==> config.mk <==
export PLATFORM = sky130hd
export DESIGN_NAME = group_uplink_arbiter
export DESIGN_NICKNAME = d
export VERILOG_FILES = /design/src/rtl/group_uplink_arbiter.sv
export SDC_FILE = /design/constraint.sdc
export NUM_CORES = 1
export LEC_CHECK = 0
export ABC_AREA = 1
export BUFFER_PORTS_ARGS = -buffer_cell sky130_fd_sc_hd__clkbuf_2
export CORE_ASPECT_RATIO = 1.75
export CORE_MARGIN = 5
export CORE_UTILIZATION = 55
export DETAILED_ROUTE_END_ITERATION = 10
export GPL_TIMING_DRIVEN = 0
export MAX_ROUTING_LAYER = met4
export PLACE_DENSITY = 0.87
export RECOVER_POWER = 50
export SLEW_MARGIN = 40
export SYNTH_ARGS = -nofsm -noshare
export SYNTH_HDL_FRONTEND = slang
export SYNTH_SLANG_ARGS = --single-unit
==> constraint.sdc <==
create_clock -name clk -period 8.7 [get_ports clk]
set_input_delay 1.74 -clock clk [delete_from_list [all_inputs] [get_ports clk]]
set_output_delay 1.74 -clock clk [all_outputs]
set_load 0.01 [all_outputs]
==> src/rtl/group_uplink_arbiter.sv <==
// Leaf-group uplink arbiter: one flit hold per NI port, unmapped-header filter,
// round-robin grant into a registered valid/ready uplink to the group router.

module group_uplink_hold #(
  parameter int DATA_W   = 16,
  parameter int HEADER_W = 6
) (
  input  logic              clk,
  input  logic              reset,
  input  logic [DATA_W-1:0] in_data_i,
  input  logic              in_valid_i,
  input  logic              grant_i,
  output logic [DATA_W-1:0] hold_data_o,
  output logic              hold_valid_o,
  output logic              drop_o
);
  logic [DATA_W-1:0] hold_q;
  logic              hold_valid_q;
  logic              accept;
  logic              mapped;

  // A grant needs a full hold and an accept needs an empty one, so they never collide.
  assign accept = in_valid_i && !hold_valid_q;
  assign mapped = |in_data_i[DATA_W-1 -: HEADER_W];
  assign drop_o = accept && !mapped;

  always_ff @(posedge clk) begin
    if (reset) begin
      hold_valid_q <= 1'b0;
      hold_q       <= '0;
    end else if (grant_i) begin
      hold_valid_q <= 1'b0;
    end else if (accept && mapped) begin
      hold_valid_q <= 1'b1;
      hold_q       <= in_data_i;
    end
  end

  assign hold_data_o  = hold_q;
  assign hold_valid_o = hold_valid_q;
endmodule

module group_uplink_arbiter #(
  parameter int NUM_REQ  = 4,
  parameter int DATA_W   = 16,
  parameter int HEADER_W = 6,
  parameter int CNT_W    = 8,
  localparam int IDX_W   = $clog2(NUM_REQ)
) (
  input  logic                      clk,
  input  logic                      reset,
  input  logic [NUM_REQ*DATA_W-1:0] req_data,
  input  logic [NUM_REQ-1:0]        req_valid,
  output logic [NUM_REQ-1:0]        req_ready,
  output logic [DATA_W-1:0]         up_data,
  output logic                      up_valid,
  input  logic                      up_ready,
  output logic [IDX_W-1:0]          up_src,
  output logic [CNT_W-1:0]          drop_count
);
  localparam int SUM_W = CNT_W + IDX_W + 1;
  localparam logic [CNT_W-1:0] CNT_MAX = '1;

  logic [NUM_REQ-1:0][DATA_W-1:0] hold_data;
  logic [NUM_REQ-1:0]             hold_valid;
  logic [NUM_REQ-1:0]             drop_vec;
  logic [NUM_REQ-1:0]             grant_vec;

  logic              up_valid_q, up_valid_d;
  logic [DATA_W-1:0] up_data_q, up_data_d;
  logic [IDX_W-1:0]  up_src_q, up_src_d;
  logic [IDX_W-1:0]  rr_ptr_q, rr_ptr_d;
  logic [CNT_W-1:0]  drop_q, drop_d;

  logic              slot_free;
  logic              found;
  logic [IDX_W-1:0]  win;
  logic [IDX_W-1:0]  idx;
  logic [SUM_W-1:0]  drop_sum;
  logic [SUM_W-1:0]  cnt_sum;

  for (genvar g = 0; g < NUM_REQ; g++) begin : g_port
    group_uplink_hold #(
      .DATA_W   (DATA_W),
      .HEADER_W (HEADER_W)
    ) u_hold (
      .clk          (clk),
      .reset        (reset),
      .in_data_i    (req_data[g*DATA_W +: DATA_W]),
      .in_valid_i   (req_valid[g]),
      .grant_i      (grant_vec[g]),
      .hold_data_o  (hold_data[g]),
      .hold_valid_o (hold_valid[g]),
      .drop_o       (drop_vec[g])
    );
  end

  assign req_ready = ~hold_valid;
  assign slot_free = !up_valid_q || up_ready;

  // Scan starts just after the last winner; index wraps naturally since NUM_REQ is 2^IDX_W.
  always_comb begin
    found = 1'b0;
    win   = rr_ptr_q;
    idx   = '0;
    for (int k = 1; k <= NUM_REQ; k++) begin
      idx = rr_ptr_q + k[IDX_W-1:0];
      if (!found && hold_valid[idx]) begin
        found = 1'b1;
        win   = idx;
      end
    end
  end

  always_comb begin
    grant_vec  = '0;
    up_valid_d = up_valid_q;
    up_data_d  = up_data_q;
    up_src_d   = up_src_q;
    rr_ptr_d   = rr_ptr_q;
    if (slot_free) begin
      up_valid_d = found;
      if (found) begin
        grant_vec[win] = 1'b1;
        up_data_d      = hold_data[win];
        up_src_d       = win;
        rr_ptr_d       = win;
      end
    end
  end

  always_comb begin
    drop_sum = '0;
    for (int i = 0; i < NUM_REQ; i++) drop_sum = drop_sum + SUM_W'(drop_vec[i]);
    cnt_sum = SUM_W'(drop_q) + drop_sum;
    drop_d  = (cnt_sum > SUM_W'(CNT_MAX)) ? CNT_MAX : cnt_sum[CNT_W-1:0];
  end

  always_ff @(posedge clk) begin
    if (reset) begin
      up_valid_q <= 1'b0;
      up_data_q  <= '0;
      up_src_q   <= '0;
      rr_ptr_q   <= IDX_W'(NUM_REQ - 1);
      drop_q     <= '0;
    end else begin
      up_valid_q <= up_valid_d;
      up_data_q  <= up_data_d;
      up_src_q   <= up_src_d;
      rr_ptr_q   <= rr_ptr_d;
      drop_q     <= drop_d;
    end
  end

  assign up_valid   = up_valid_q;
  assign up_data    = up_data_q;
  assign up_src     = up_src_q;
  assign drop_count = drop_q;
endmodule
=== Word-level counts from Yosys, hierarchy flattened ===
Cells that the tools add are included.

* Add/subtract/negate cells: 7
* $mul: 0
* Div/mod/pow operators: 0
* Order comparisons: 7
* Equal/unequal tests: 0
* Shift operators: 0
* Muxes and demuxes: 23
* Bitwise logic cells: 5
* Reductions and logical operators: 42

{| class="wikitable"
|+ Operators by type and width
! cell !! number
|-
| $bmux 16 s2 || 1
|-
| $reduce_or 6->1 || 4
|-
| $logic_and 1x1->1 || 16
|-
| $mux 16 || 1
|-
| $lt 2x3->1 const B || 5
|-
| $logic_not 1->1 || 12
|-
| $reduce_and 2->1 || 5
|-
| $add 8x4->9 || 1
|-
| $gt 9x8->1 const B || 1
|-
| $mux 1 || 9
|-
| $bmux 1 s2 || 4
|-
| $mux 2 || 4
|-
| $mux 4 || 2
|-
| $mux 8 || 1
|-
| $reduce_or 2->1 || 4
|-
| $add 2x2->2 const B || 2
|-
| $add 3x1->4 || 1
|-
| $not 1->1 || 4
|-
| $not 4->4 || 1
|-
| $add 2x1->3 || 1
|-
| $add 1x1->2 || 1
|-
| $add 2x1->2 const B || 1
|-
| $demux 1 s2 || 1
|-
| $ge 2x1->1 const B || 1
|-
| $logic_or 1x1->1 || 1
|}

* Register bits: 97
* Latch bits: 0
* Bits in writable memories: 0
* Bits in read-only memories: 0
* Input bits: 71
* Output and inout port bits: 31
* Word-level logic and storage cells: 97
* Memories: 0

=== Logic depth before layout (Yosys ltp) ===
* Depth after elaboration: 21
* Gate-level depth with buffers: 16
* Mapped depth without buffers: 14

=== By module ===
Synthesis repeated with hierarchy kept, for this count alone.

* Cell total of the unflattened synthesis: 934
* Area total of the unflattened synthesis: 6002.0 µm²

{| class="wikitable"
|+ Modules (own cells, without submodules)
! module !! times used !! cells each !! area each (µm²) !! sequential area each (µm²)
|-
| group_uplink_hold || 4 || 147 || 933.4 || 340.3
|-
| group_uplink_arbiter || 1 || 346 || 2268.4 || 580.6
|}

=== Worst setup path after synthesis ===
Ideal clock, no wire load.

* Kind: in2reg
* Start point: input port req_data[11]
* End point: register drop_q[3] (netlist: drop_count[3])
* Library setup time: 0.070 ns
* Data arrival time: 4.055 ns
* Data required time: 8.630 ns
* Slack: 4.575 ns
* Cell stages on the path: 10
* Path buffers: 0
* Cell sequence: nor4_1 nand3_1 fa_1 fa_1 inv_1 fa_1 nand3_1 nor4_1 nand2_1 a21oi_1

* Word-level cells in the longest chain between the ends: 9

{| class="wikitable"
|+ RTL lines
! element !! line !! RTL
|-
| from (decl) || 52 || <nowiki>input logic [NUM_REQ*DATA_W-1:0] req_data,</nowiki>
|-
| $reduce_or 6->1 (*) || 24 || <nowiki>assign mapped = |in_data_i[DATA_W-1 -: HEADER_W];</nowiki>
|-
| $logic_not 1->1 (*) || 25 || <nowiki>assign drop_o = accept && !mapped;</nowiki>
|-
| $logic_and 1x1->1 (*) || 25 ||
|-
| $add 1x1->2 (*) || 134 || <nowiki>for (int i = 0; i < NUM_REQ; i++) drop_sum = drop_sum + SUM_W'(drop_vec[i]);</nowiki>
|-
| $add 2x1->3 (*) || 134 ||
|-
| $add 3x1->4 (*) || 134 ||
|-
| $add 8x4->9 (*) || 135 || <nowiki>cnt_sum = SUM_W'(drop_q) + drop_sum;</nowiki>
|-
| $gt 9x8->1 || 136 || <nowiki>drop_d = (cnt_sum > SUM_W'(CNT_MAX)) ? CNT_MAX : cnt_sum[CNT_W-1:0];</nowiki>
|-
| $mux 8 (*) || 136 ||
|-
| to (signal assigned) || 151 || <nowiki>drop_q <= drop_d;</nowiki>
|-
| to (decl) || 73 || <nowiki>logic [CNT_W-1:0] drop_q, drop_d;</nowiki>
|}

Every way passes the cells marked *; elsewhere a longest branch is shown, timed or not.
A chain may end at the register's enable or synchronous reset.

=== Worst setup path in the final report ===
* Start point: input port req_data[11]
* End point: register drop_q[5] (netlist: drop_count[5])

The elaborated chain is that of the path after synthesis.

==> metrics.md <==
| Metric | Value |
|---|---|
| Count of buffers added by post-CTS timing repair for setup | `0` |
| Die Height | `roughly 130 um` |
| Total routing usage reported by global routing | `0.280` |
| Number of antenna-violating nets in the routed design | `0` |
| Total wirelength of the detailed-routed design | `13700 um` |
| CTS HTree Levels | `3` |
| First-pass GRT wire length | `21400 um` |
| Detailed router's first-iteration violation count | `334` |
| Syn_area_per_cell | `between 6 and 7 um^2` |
| Detailed-route via count | `4832` |
| Growth of design area from synthesis to finish | `19.5%` |
| Pin count of the biggest net entering global routing | `15` |
| Number of max-cap violations | `0` |
| CTS Buf Count | `9` |
| Total of warnings raised by yosys | `0` |
| Count of TritonRoute iterations in the first routing pass | `5` |
| Power Total | `2.28 mW` |
| Quantity of gates resized following cts | `0` |
| Final period util | `0.547` |
| Final hold viol count | `0` |
| N_diodes | `0` |
| Initial cell density of the core | `0.557` |
| Largest fanout on the critical path | `6` |
| Overall overflow remaining after global route | `0` |
| HPWL Detailed | `between 10000 and 15000 um` |
| Buffer depth of the longest clock path | `2` |
| Drt wl/cell | `between 15 and 20 um` |
| Die Area | `10300 um^2` |
| Cell chosen for the clock root | `clkbuf_16` |
| Fill count | `732` |
| P_leak | `2.59 nW` |
| Fraction of post-synthesis cell area in the top cell type by area | `0.425` |
| Worst reg2reg path depth | `10` |
| Worst path required time | `8.96 ns` |
| Via density per instance | `5.57` |
| Net count after synthesis | `733` |
| Shortest period the worst path allows | `4.76 ns` |
| Setup repair after global routing missed its margin | `false` |
| Cell count of the worst hold path | `2` |
| Drc violations | `0` |
| Clock Sink Count | `97` |
| Max Clock Skew | `0.00738 ns` |
| Top area cells in the synthesized netlist | `dfxtp_1 (43%), nand3_1 (12%), inv_1 (8.7%)` |
| Tightest Pin Transition | `around 0.63 ns` |
| Core outline area | `roughly 8000 um^2` |
| Outcome | `complete, no violations` |
| Total power divided by cell area | `between 400 and 500 nW/um^2` |
| Hold/Removal Path Class | `reg2reg` |
| Type of the setup path with the least slack | `in2reg` |
| Horizontal extent of the die | `78.9 um` |
| Setup-violating endpoint count in the final report | `0` |
| Post-synthesis cell type count | `29` |
| Initial antenna violation count | `0` |
| Leading area contributor after synthesis | `dfxtp_1` |
| Clk pin slew, worst setup/hold paths | `0.06 ns` |
| Sequential fraction of the synthesis area | `0.425` |
| Instance count of the mapped netlist | `658` |
| Accumulated negative setup slack | `0 ns` |
| Total of flip-flops plus latches after synthesis | `97` |
| Critical path endpoint category | `flop` |
| Ports placed on the boundary | `102` |
| Global routing usage on met1 | `0.271` |
| Row count | `44` |
| F_max | `0.210 GHz` |
| Number of nets in the final layout | `845` |
| Met3 Resource Use GR | `0.0453` |
| Buffers on Ports | `101` |
| Last weighted congestion value of the routability-driven placer | `0.984` |
| Final cell count without fillers | `867` |
| Layout cells sized above 1 | `0.132` |
| Worst-skew pair later-pin latency | `0.35 ns` |
| Hold bufs inserted after CTS | `0` |
| Type of origin of the critical path | `input port` |
| Clock tree from TritonCTS | `yes` |
| Grt peak-use layer | `met2` |
| Vias in the first global route | `4722` |
| Worst slew margin relative to its limit | `0.579` |
| Arrival time reported for the critical path endpoint | `~5.0 ns` |
| Worst-case vdd ir drop | `between 0.15 and 0.2 mV` |
| Synthesized area | `4570 um^2` |
| Max-slew violation total from the final report | `0` |
| Met2 track demand over resource | `0.494` |
| Number of cells in the design after placement | `approximately 850` |
==> power by group <==
part / switching (mW) / internal, mW / total (mW) / leakage, nW
Combinational: 0.837 / 0.406 / 1.24 / 1.63
Sequential: 0.0520 / 0.556 / 0.608 / 0.803
Clock: 0.163 / 0.268 / 0.431 / 0.157
Total: 1.05 / 1.23 / 2.28 / 2.59
==> flip-flops by register name, summed over array words and instances, names as in the netlist <==
register,flops
up_valid,1
rr_ptr_q,2
drop_count,8
up_data,16
g_port.u_hold.hold_valid_o,4
up_src,2
g_port.u_hold.hold_data_o,64
==> critical path, stage by stage <==
cell and delay, ns:
clkbuf_2 0.09, nor4_1 0.56, nand3_1 0.36, fa_1 0.59, fa_1 0.43, inv_1 0.09
fa_1 0.21, nand3_1 0.16, nor4_1 0.31, nand2_1 0.25, a21oi_1 0.23
==> layout make-up <==
class / instances / area, um^2 / share of cell area
plain buffers: 39 / 186 / 0.0342
clock buffers: 14 / 264 / 0.0484
clock inverters: 2 / 60.1 / 0.0110
inverters: 110 / 413 / 0.0757
multi-input cells: 412 / 2010 / 0.369
flip-flops and latches: 97 / 1940 / 0.356
well taps: 92 / 115 / 0.0211
repair buffers: 101 / 463 / 0.0848
==> kinds of logic after synthesis <==
logic type,Yosys count,synth area share
adders and majority gates,4,0.0159
DFF,97,0.425
AOI/OAI and AO/OA,150,0.167
buffers and inverters,149,0.132
xor gates and xnor gates,4,0.00767
and+or+nand+nor,254,0.252
==> metrics by stage <==
| stage | utilization | hold slack [ns] | cell area, um^2 | worst slack, ns |
|---|---|---|---|---|
| global route | 0.665 | 0.477 | 5460 | 3.73 |
| global placement | 0.632 | 0.441 | 5190 | 3.88 |
| finish | 0.665 | 0.455 | 5460 | 3.94 |
| floorplan | - | 0.430 | 4570 | 4.57 |
| detailed placement | 0.632 | 0.447 | 5190 | 3.62 |
| CTS | 0.672 | 0.456 | 5510 | 3.99 |
==> synthesized netlist by cell type <==
cell and number:
nand2_1 84, inv_2 3, xnor2_1 1, clkinv_1 1
buf_2 6, nand2_2 6, o21ai_1 1, xor2_1 3
buf_6 2, buf_1 5, inv_1 106, a21oi_1 77
nand4_2 1, nand3_1 108, buf_4 6, nor3_1 2
nor2_1 43, nand4_1 1, clkbuf_1 20, o21ai_0 67
ha_1 1, nor4_1 7, nand3_2 1, nand2_4 1
fa_1 3, a31oi_1 1, a21oi_2 1, o211ai_1 3
dfxtp_1 97
==> final timing paths <==
| path | from | to | slack, ns |
|---|---|---|---|
| worst max-delay path | req_data[11] | drop_count[5]$_SDFF_PP0_ | 3.94 |
| worst min-delay path | g_port[0].u_hold.hold_data_o[9]$_SDFFE_PP0P_ | g_port[0].u_hold.hold_data_o[9]$_SDFFE_PP0P_ | 0.46 |
| worst max register to register | g_port[0].u_hold.hold_valid_o$_SDFFE_PP0P_ | drop_count[5]$_SDFF_PP0_ | 5.50 |
| worst min register to register | g_port[0].u_hold.hold_data_o[9]$_SDFFE_PP0P_ | g_port[0].u_hold.hold_data_o[9]$_SDFFE_PP0P_ | 0.46 |
==> routing by layer <==
layer | vias to the layer above | share of wire
met5 | - | 0
met4 | 0 | 0.066
met3 | 79 | 0.066
met2 | 230 | 0.52
met1 | 2167 | 0.35
li1 | 2356 | -
==> cells in the final DEF (no fill, tap or decap) <==
cell type,netlist,routed
clkbuf_16,0,9
bufinv_16,0,2
nand2_4,1,1
nor4_1,7,7
clkbuf_2,0,67
nand4_2,1,1
buf_4,6,5
buf_1,5,5
o21ai_0,67,68
clkbuf_1,20,59
buf_6,2,2
ha_1,1,1
xnor2_1,1,1
nor2_1,43,43
nand3_2,1,1
nor3_1,2,2
xor2_1,3,3
fa_1,3,3
nand2_1,84,85
buf_2,6,5
nand4_1,1,1
inv_2,3,2
a21oi_1,77,78
clkinv_1,1,1
clkbuf_8,0,2
inv_1,106,107
o211ai_1,3,3
a31oi_1,1,1
nand3_1,108,108
dfxtp_1,97,97
nand2_2,6,5
Note: power is estimated with default switching activity, not from simulation.
